`src/rtl/rv_spi_flash_rd.sv`:
```
// rv_spi_flash_rd: autonomous serial-flash READ master that drives the SPI peripheral's register bus.
// Define SPI_FLASH_FAST_READ_EN to issue FAST READ (0x0B plus one dummy byte) instead of READ (0x03).
module rv_spi_flash_rd #(
    parameter logic [7:0]  N_BRC    = 8'd3,
    parameter logic [7:0]  R_BRC    = 8'd2,
    parameter int unsigned START_TO = 64,
    parameter int unsigned DRAIN    = 32
) (
    input  logic        clk,
    input  logic        reset,
    input  logic        req,
    input  logic [23:0] addr,
    input  logic [3:0]  len,
    output logic        busy,
    output logic        done,
    output logic        err,
    output logic        rd_valid,
    output logic [7:0]  rd_data,
    output logic [4:0]  spi_adr,
    output logic        spi_cs,
    output logic        spi_rdy,
    output logic [3:0]  spi_we,
    output logic        spi_re,
    output logic [31:0] spi_dw,
    input  logic [31:0] spi_dr
);

`ifdef SPI_FLASH_FAST_READ_EN
    localparam logic [7:0] CMD = 8'h0B;
    localparam logic [3:0] H   = 4'd5;
`else
    localparam logic [7:0] CMD = 8'h03;
    localparam logic [3:0] H   = 4'd4;
`endif
    // Frame (H + len) must fit the 16-entry FIFO.
    localparam logic [3:0] MAX_LEN = 4'd15 - H + 4'd1;

    typedef enum logic [3:0] {
        S_IDLE, S_CFG, S_ARM, S_PUSH, S_WSTART,
        S_WEND, S_DRAIN, S_CSOFF, S_RD, S_DONE
    } state_t;

    state_t      state_q, state_d;
    logic [23:0] addr_q;
    logic [3:0]  len_q;
    logic        err_q;
    logic [3:0]  k;
    logic [3:0]  w;
    logic [2:0]  ph;
    logic [15:0] cnt;
    logic [31:0] word_q;

    logic        len_ok;
    logic [3:0]  last_k;
    logic [3:0]  first_w;
    logic [3:0]  last_w;
    logic        to_hit;
    logic        drain_hit;
    logic [1:0]  bsel;
    logic [3:0]  bidx;
    logic [7:0]  frame_byte;
    logic [7:0]  word_byte;

    assign len_ok    = (len != 4'd0) && (len <= MAX_LEN);
    assign last_k    = H + len_q - 4'd1;
    assign first_w   = {2'b00, H[3:2]};
    assign last_w    = {2'b00, last_k[3:2]};
    assign to_hit    = (cnt == 16'(START_TO - 1));
    assign drain_hit = (cnt == 16'(DRAIN - 1));
    assign bsel      = 2'(ph - 3'd2);
    assign bidx      = {w[1:0], bsel};

    always_comb begin
        case (k)
            4'd0:    frame_byte = CMD;
            4'd1:    frame_byte = addr_q[23:16];
            4'd2:    frame_byte = addr_q[15:8];
            4'd3:    frame_byte = addr_q[7:0];
            default: frame_byte = 8'h00;
        endcase
    end

    always_comb begin
        case (bsel)
            2'd0:    word_byte = word_q[7:0];
            2'd1:    word_byte = word_q[15:8];
            2'd2:    word_byte = word_q[23:16];
            default: word_byte = word_q[31:24];
        endcase
    end

    always_ff @(posedge clk) begin
        if (reset) begin
            state_q <= S_IDLE;
        end else begin
            state_q <= state_d;
        end
    end

    always_comb begin
        state_d = state_q;
        case (state_q)
            S_IDLE:   if (req) state_d = len_ok ? S_CFG : S_DONE;
            S_CFG:    state_d = S_ARM;
            S_ARM:    state_d = S_PUSH;
            S_PUSH:   if (k == last_k) state_d = S_WSTART;
            S_WSTART: begin
                if (ph[0] && spi_dr[9]) state_d = S_WEND;
                else if (to_hit)        state_d = S_CSOFF;
            end
            S_WEND:   if (ph[0] && !spi_dr[9]) state_d = S_DRAIN;
            S_DRAIN:  if (drain_hit) state_d = S_CSOFF;
            S_CSOFF:  state_d = err_q ? S_DONE : S_RD;
            S_RD:     if (ph == 3'd5 && w == last_w) state_d = S_DONE;
            S_DONE:   state_d = S_IDLE;
            default:  state_d = S_IDLE;
        endcase
    end

    // Sub-counters restart on every state change so each state sees a fresh count.
    always_ff @(posedge clk) begin
        if (reset) begin
            addr_q <= '0;
            len_q  <= '0;
            err_q  <= 1'b0;
            k      <= '0;
            w      <= '0;
            ph     <= '0;
            cnt    <= '0;
            word_q <= '0;
        end else begin
            if (state_q == S_IDLE && req) begin
                err_q <= !len_ok;
                if (len_ok) begin
                    addr_q <= addr;
                    len_q  <= len;
                end
            end
            if (state_q == S_WSTART && state_d == S_CSOFF) err_q <= 1'b1;
            if (state_q == S_RD && ph == 3'd1) word_q <= spi_dr;
            if (state_d != state_q) begin
                k   <= '0;
                ph  <= '0;
                cnt <= '0;
                w   <= first_w;
            end else begin
                if (state_q == S_PUSH) k <= k + 4'd1;
                if (state_q == S_WSTART || state_q == S_DRAIN) cnt <= cnt + 16'd1;
                if (state_q == S_WSTART || state_q == S_WEND) ph <= {2'b00, ~ph[0]};
                if (state_q == S_RD) begin
                    if (ph == 3'd5) begin
                        ph <= '0;
                        w  <= w + 4'd1;
                    end else begin
                        ph <= ph + 3'd1;
                    end
                end
            end
        end
    end

    always_comb begin
        busy     = (state_q != S_IDLE) && (state_q != S_DONE);
        done     = 1'b0;
        err      = 1'b0;
        rd_valid = 1'b0;
        rd_data  = '0;
        spi_adr  = '0;
        spi_cs   = 1'b0;
        spi_we   = '0;
        spi_re   = 1'b0;
        spi_dw   = '0;
        case (state_q)
            S_CFG: begin
                spi_cs = 1'b1;
                spi_we = 4'b1110;
                spi_dw = {N_BRC, R_BRC, 6'b0, 1'b1, 1'b1, 8'h00};
            end
            S_ARM: begin
                spi_cs = 1'b1;
                spi_we = 4'b0010;
            end
            S_PUSH: begin
                spi_cs = 1'b1;
                spi_we = 4'b0001;
                spi_dw = {24'h0, frame_byte};
            end
            S_WSTART, S_WEND: begin
                if (!ph[0]) begin
                    spi_cs = 1'b1;
                    spi_re = 1'b1;
                end
            end
            S_CSOFF: begin
                spi_cs = 1'b1;
                spi_we = 4'b0010;
                spi_dw = 32'h0000_0100;
            end
            S_RD: begin
                if (ph == 3'd0) begin
                    spi_cs  = 1'b1;
                    spi_re  = 1'b1;
                    spi_adr = {w[2:0] + 3'd1, 2'b00};
                end else if (ph >= 3'd2 && bidx >= H && bidx <= last_k) begin
                    rd_valid = 1'b1;
                    rd_data  = word_byte;
                end
            end
            S_DONE: begin
                done = 1'b1;
                err  = err_q;
            end
            default: ;
        endcase
        spi_rdy = spi_cs;
    end

endmodule

```
`config.mk`:
```
export PLATFORM = sky130hd
export DESIGN_NAME = rv_spi_flash_rd
export DESIGN_NICKNAME = d
export VERILOG_FILES = /design/src/rtl/rv_spi_flash_rd.sv
export SDC_FILE = /design/constraint.sdc
export NUM_CORES = 1
export LEC_CHECK = 0
export ABC_CLOCK_PERIOD_IN_PS = 7620
export CORE_UTILIZATION = 55
export CTS_BUF_LIST = sky130_fd_sc_hd__clkbuf_8
export DETAILED_ROUTE_END_ITERATION = 8
export GPL_TIMING_DRIVEN = 0
export PLACE_DENSITY_LB_ADDON = 0.2
export RECOVER_POWER = 25
export SYNTH_ARGS = -nofsm -noshare
export SYNTH_HDL_FRONTEND = slang
export SYNTH_SLANG_ARGS = --single-unit
```
`constraint.sdc`:
```
create_clock -name clk -period 7.62 [get_ports clk]
set_clock_uncertainty 0.2 [all_clocks]
set_input_delay 2.286 -clock clk [delete_from_list [all_inputs] [get_ports clk]]
set_output_delay 2.286 -clock clk [all_outputs]
set_load 0.02 [all_outputs]
```
==> summary.md <==
| Metric | Value |
|---|---|
| Outcome | `finished, final reports clean` |
| Setup TNS | `0 ns` |
| Final hold violation count | `0` |
| Final setup fails | `0` |
| Boundary pin count | `119` |
| Hold Crit Class | `flip-flop to flip-flop` |
| Fmax | `169 MHz` |
| CP Data Arrival Time | `3.42 ns` |
| Pin count of the biggest net entering global routing | `17` |
| Vias/cell | `5.63` |
| Worst Max-Slew Pin Slew | `1.09 ns` |
| GRT Residual Overflow | `0` |
| Die X | `95.6 um` |
| RSZ-0062 raised after global routing | `false` |
| Post-DP HPWL | `9500 um` |
| Antenna violations before repair | `0` |
| Tot GR Track Use | `0.297` |
| Area after DPL | `5990 sq um` |
| Clock Tree Buf Depth | `2` |
| Adder-cell share of the synthesized area | `0.0332` |
| Die Y | `95.6 um` |
| Fin. max-slew vios | `0` |
| Antenna violation net count after detailed routing | `0` |
| Compound-gate portion of the synthesized area | `0.130` |
| CTS resizes | `0` |
| WL/cell | `15.3 um` |
| Post-CTS Setup Inserts | `0` |
| Clock tree sinks | `92` |
| Max Cap Violations | `0` |
| Final Cell Area | `6160 sq um` |
| Pre-CTS WS | `2.14 ns` |
| CP Max Fanout | `9` |
| CTS tree | `yes` |
| Worst-Skew Late Latency | `0.36 ns` |
| CP required | `5.13 ns` |
| H-tree depth | `3` |
| Hold-fix buffers at CTS | `0` |
| TritonCTS buffer count | `9` |
| Cells after DPL | `811` |
| PortBufs | `96` |
| Startpoint Class | `flip-flop` |
| Clock-pin slew on the worst setup and hold paths | `0.09 ns` |
| Fillers | `677` |
| Yosys reg bits | `92` |
| Final WS setup | `1.72 ns` |
| Util after Layout | `0.739` |
| Most common cell after layout, fill and taps aside | `nand2_1` |
| Critical path class | `flip-flop to primary output` |
| Final WL | `12600 um` |
| CTS root buffer | `clkbuf_8` |
| Number of synthesized flops with an enable pin | `0` |
| Share of cells above drive strength 1 | `0.0999` |
| Pwr dens | `195 nW/um^2` |
| Synth Area in Simple Gates | `0.251` |
| Post-synthesis cell type count | `55` |
| Vias in the first global route | `4470` |
| Ys Warns | `0` |
| Ys flop type | `dfxtp_1` |
| FFs w/ async S/R, synth | `0` |
| Rows | `33` |
| Drt pass-1 iters | `5` |
| Area Overhead vs Synth | `27.8%` |
| Min cycle time layout | `5.90 ns` |
| Static leakage | `0.00220 uW` |
| Detailed Route Iter0 Violations | `274` |
| Most frequent cells in the layout | `141 x nand2_1, 96 x clkdlybuf4s50_1, 92 x dfxtp_1` |
| Final worst-path cycle share | `0.774` |
| Post-Synth XOR/XNOR Area | `0.0656` |
| First-pass GRT wire length | `20700 um` |
| Core area | `8340 sq um` |
| Type of destination of the critical path | `primary output` |
| Die Area | `9150 sq um` |
| Non-Filler Instances | `826` |
| Via count | `4650` |
| Seq/Total Area, Yosys | `0.382` |
| Mapped Cells | `590` |
| Nets | `792` |
| DRC errors left | `0` |
| Placer Congestion | `0.946` |
| Initial Utilization | `0.578` |
| Largest family of logic cells by synthesized area | `simple AND/OR/NAND/NOR gates` |
| Worst IR Drop VDD | `0.101 mV` |
| Slew Limit Headroom | `0.265` |
| Mapped Area | `4820 sq um` |
| Synth Area per Inst | `8.18 sq um` |
| Mux share of post-synthesis cell area | `0.0485` |
| Diode count | `0` |
-- cells in the mapped netlist, types with 2 or more instances --
cell type | count | area [sq um]
buf_4 | 28 | 210
mux2i_1 | 4 | 40.0
or4_1 | 3 | 22.5
xor2_1 | 16 | 140
nor3_4 | 2 | 32.5
o2bb2ai_1 | 2 | 17.5
a222oi_1 | 6 | 60.1
ha_1 | 12 | 150
inv_1 | 14 | 52.6
buf_1 | 5 | 18.8
clkbuf_1 | 23 | 86.3
a31oi_1 | 2 | 12.5
o21ai_0 | 5 | 25.0
o21a_1 | 2 | 15.0
a22oi_1 | 2 | 15.0
nor3_1 | 8 | 40.0
nor2_1 | 22 | 82.6
xnor2_1 | 17 | 149
a21o_1 | 2 | 15.0
nand4_1 | 7 | 43.8
nor4_2 | 3 | 37.5
dfxtp_1 | 92 | 1840
a2111oi_0 | 2 | 17.5
a21oi_1 | 71 | 355
nor4_1 | 26 | 163
and3_1 | 16 | 100
a211oi_1 | 4 | 30.0
mux4_2 | 8 | 180
buf_6 | 2 | 22.5
nand2b_1 | 5 | 31.3
buf_2 | 7 | 35.0
nand3_1 | 9 | 45.0
nand2_1 | 141 | 529
-- path summary, 6_finish.rpt --
path	startpoint	end	slack (ns)	depth (start not counted)
worst max-delay path	len_q[0]$_SDFFE_PP0P_	rd_data[6]	1.72	9
worst min-delay path	word_q[10]$_SDFFE_PP0P_	word_q[10]$_SDFFE_PP0P_	0.26	2
worst max register to register	len_q[0]$_SDFFE_PP0P_	cnt[12]$_SDFFE_PP0P_	4.60	11
worst min register to register	word_q[10]$_SDFFE_PP0P_	word_q[10]$_SDFFE_PP0P_	0.26	2
-- per-layer routing --
layer  routed length (um)  track usage  up-vias
met1                 5410        0.377     2193
met5                    0            0        -
met3                  812       0.0455       19
met4                  215        0.119        0
li1                     -            -     2253
met2                 6210        0.504      185
-- worst max-delay path, cell delays in order (launching register included) --
cell and delay, ns:
dfxtp_1 0.39, inv_1 0.09, ha_1 0.35, ha_1 0.30, nor2b_1 0.14, o21a_1 0.17
o21a_1 0.16, o22ai_1 0.55, and3_1 0.30, clkdlybuf4s50_1 0.61
-- cell type report --
type / count / area, sq um / share of cell area
buffer: 65 / 373 / 0.0605
clock buffer: 9 / 124 / 0.0201
clock inverter: 6 / 48.8 / 0.00792
inverter: 15 / 56.3 / 0.00914
multi-input combinational: 438 / 2630 / 0.426
sequential: 92 / 1840 / 0.299
tap: 105 / 131 / 0.0213
timing repair buffer: 96 / 961 / 0.156
-- per-stage QoR --
step                total power (uW)  hold WS (ns)
floorplan                        776         0.233
global route                    1260         0.276
finish                          1200         0.261
detailed placement               910         0.249
global placement                 900         0.240
CTS                             1200         0.262
-- cells by family (layout without fill, tap and decap cells) --
logic type	count (synthesis)	after routing
buffers and inverters	80	191
XOR/XNOR	34	34
adder cells (fa/ha/maj)	13	13
other	1	21
AND/OR/NAND/NOR	251	251
AO/OA/AOI/OAI	106	106
flip-flops	92	92
multiplexers	13	13
-- flip-flops by register name (all words and copies together) (netlist names) --
signal and cells:
word_q 32, addr_q 24, cnt 16, k 4, len_q 4, state_q 4
w 4, ph 3, err_q 1
-- power breakdown --
| group | internal [uW] | total, uW | switching [uW] | leakage, uW |
|---|---|---|---|---|
| combinational | 163 | 386 | 223 | 0.00137 |
| clock | 120 | 300 | 180 | 0.0000836 |
| sequential | 502 | 517 | 15.4 | 0.000745 |
Power figures use the tool's default switching activity.
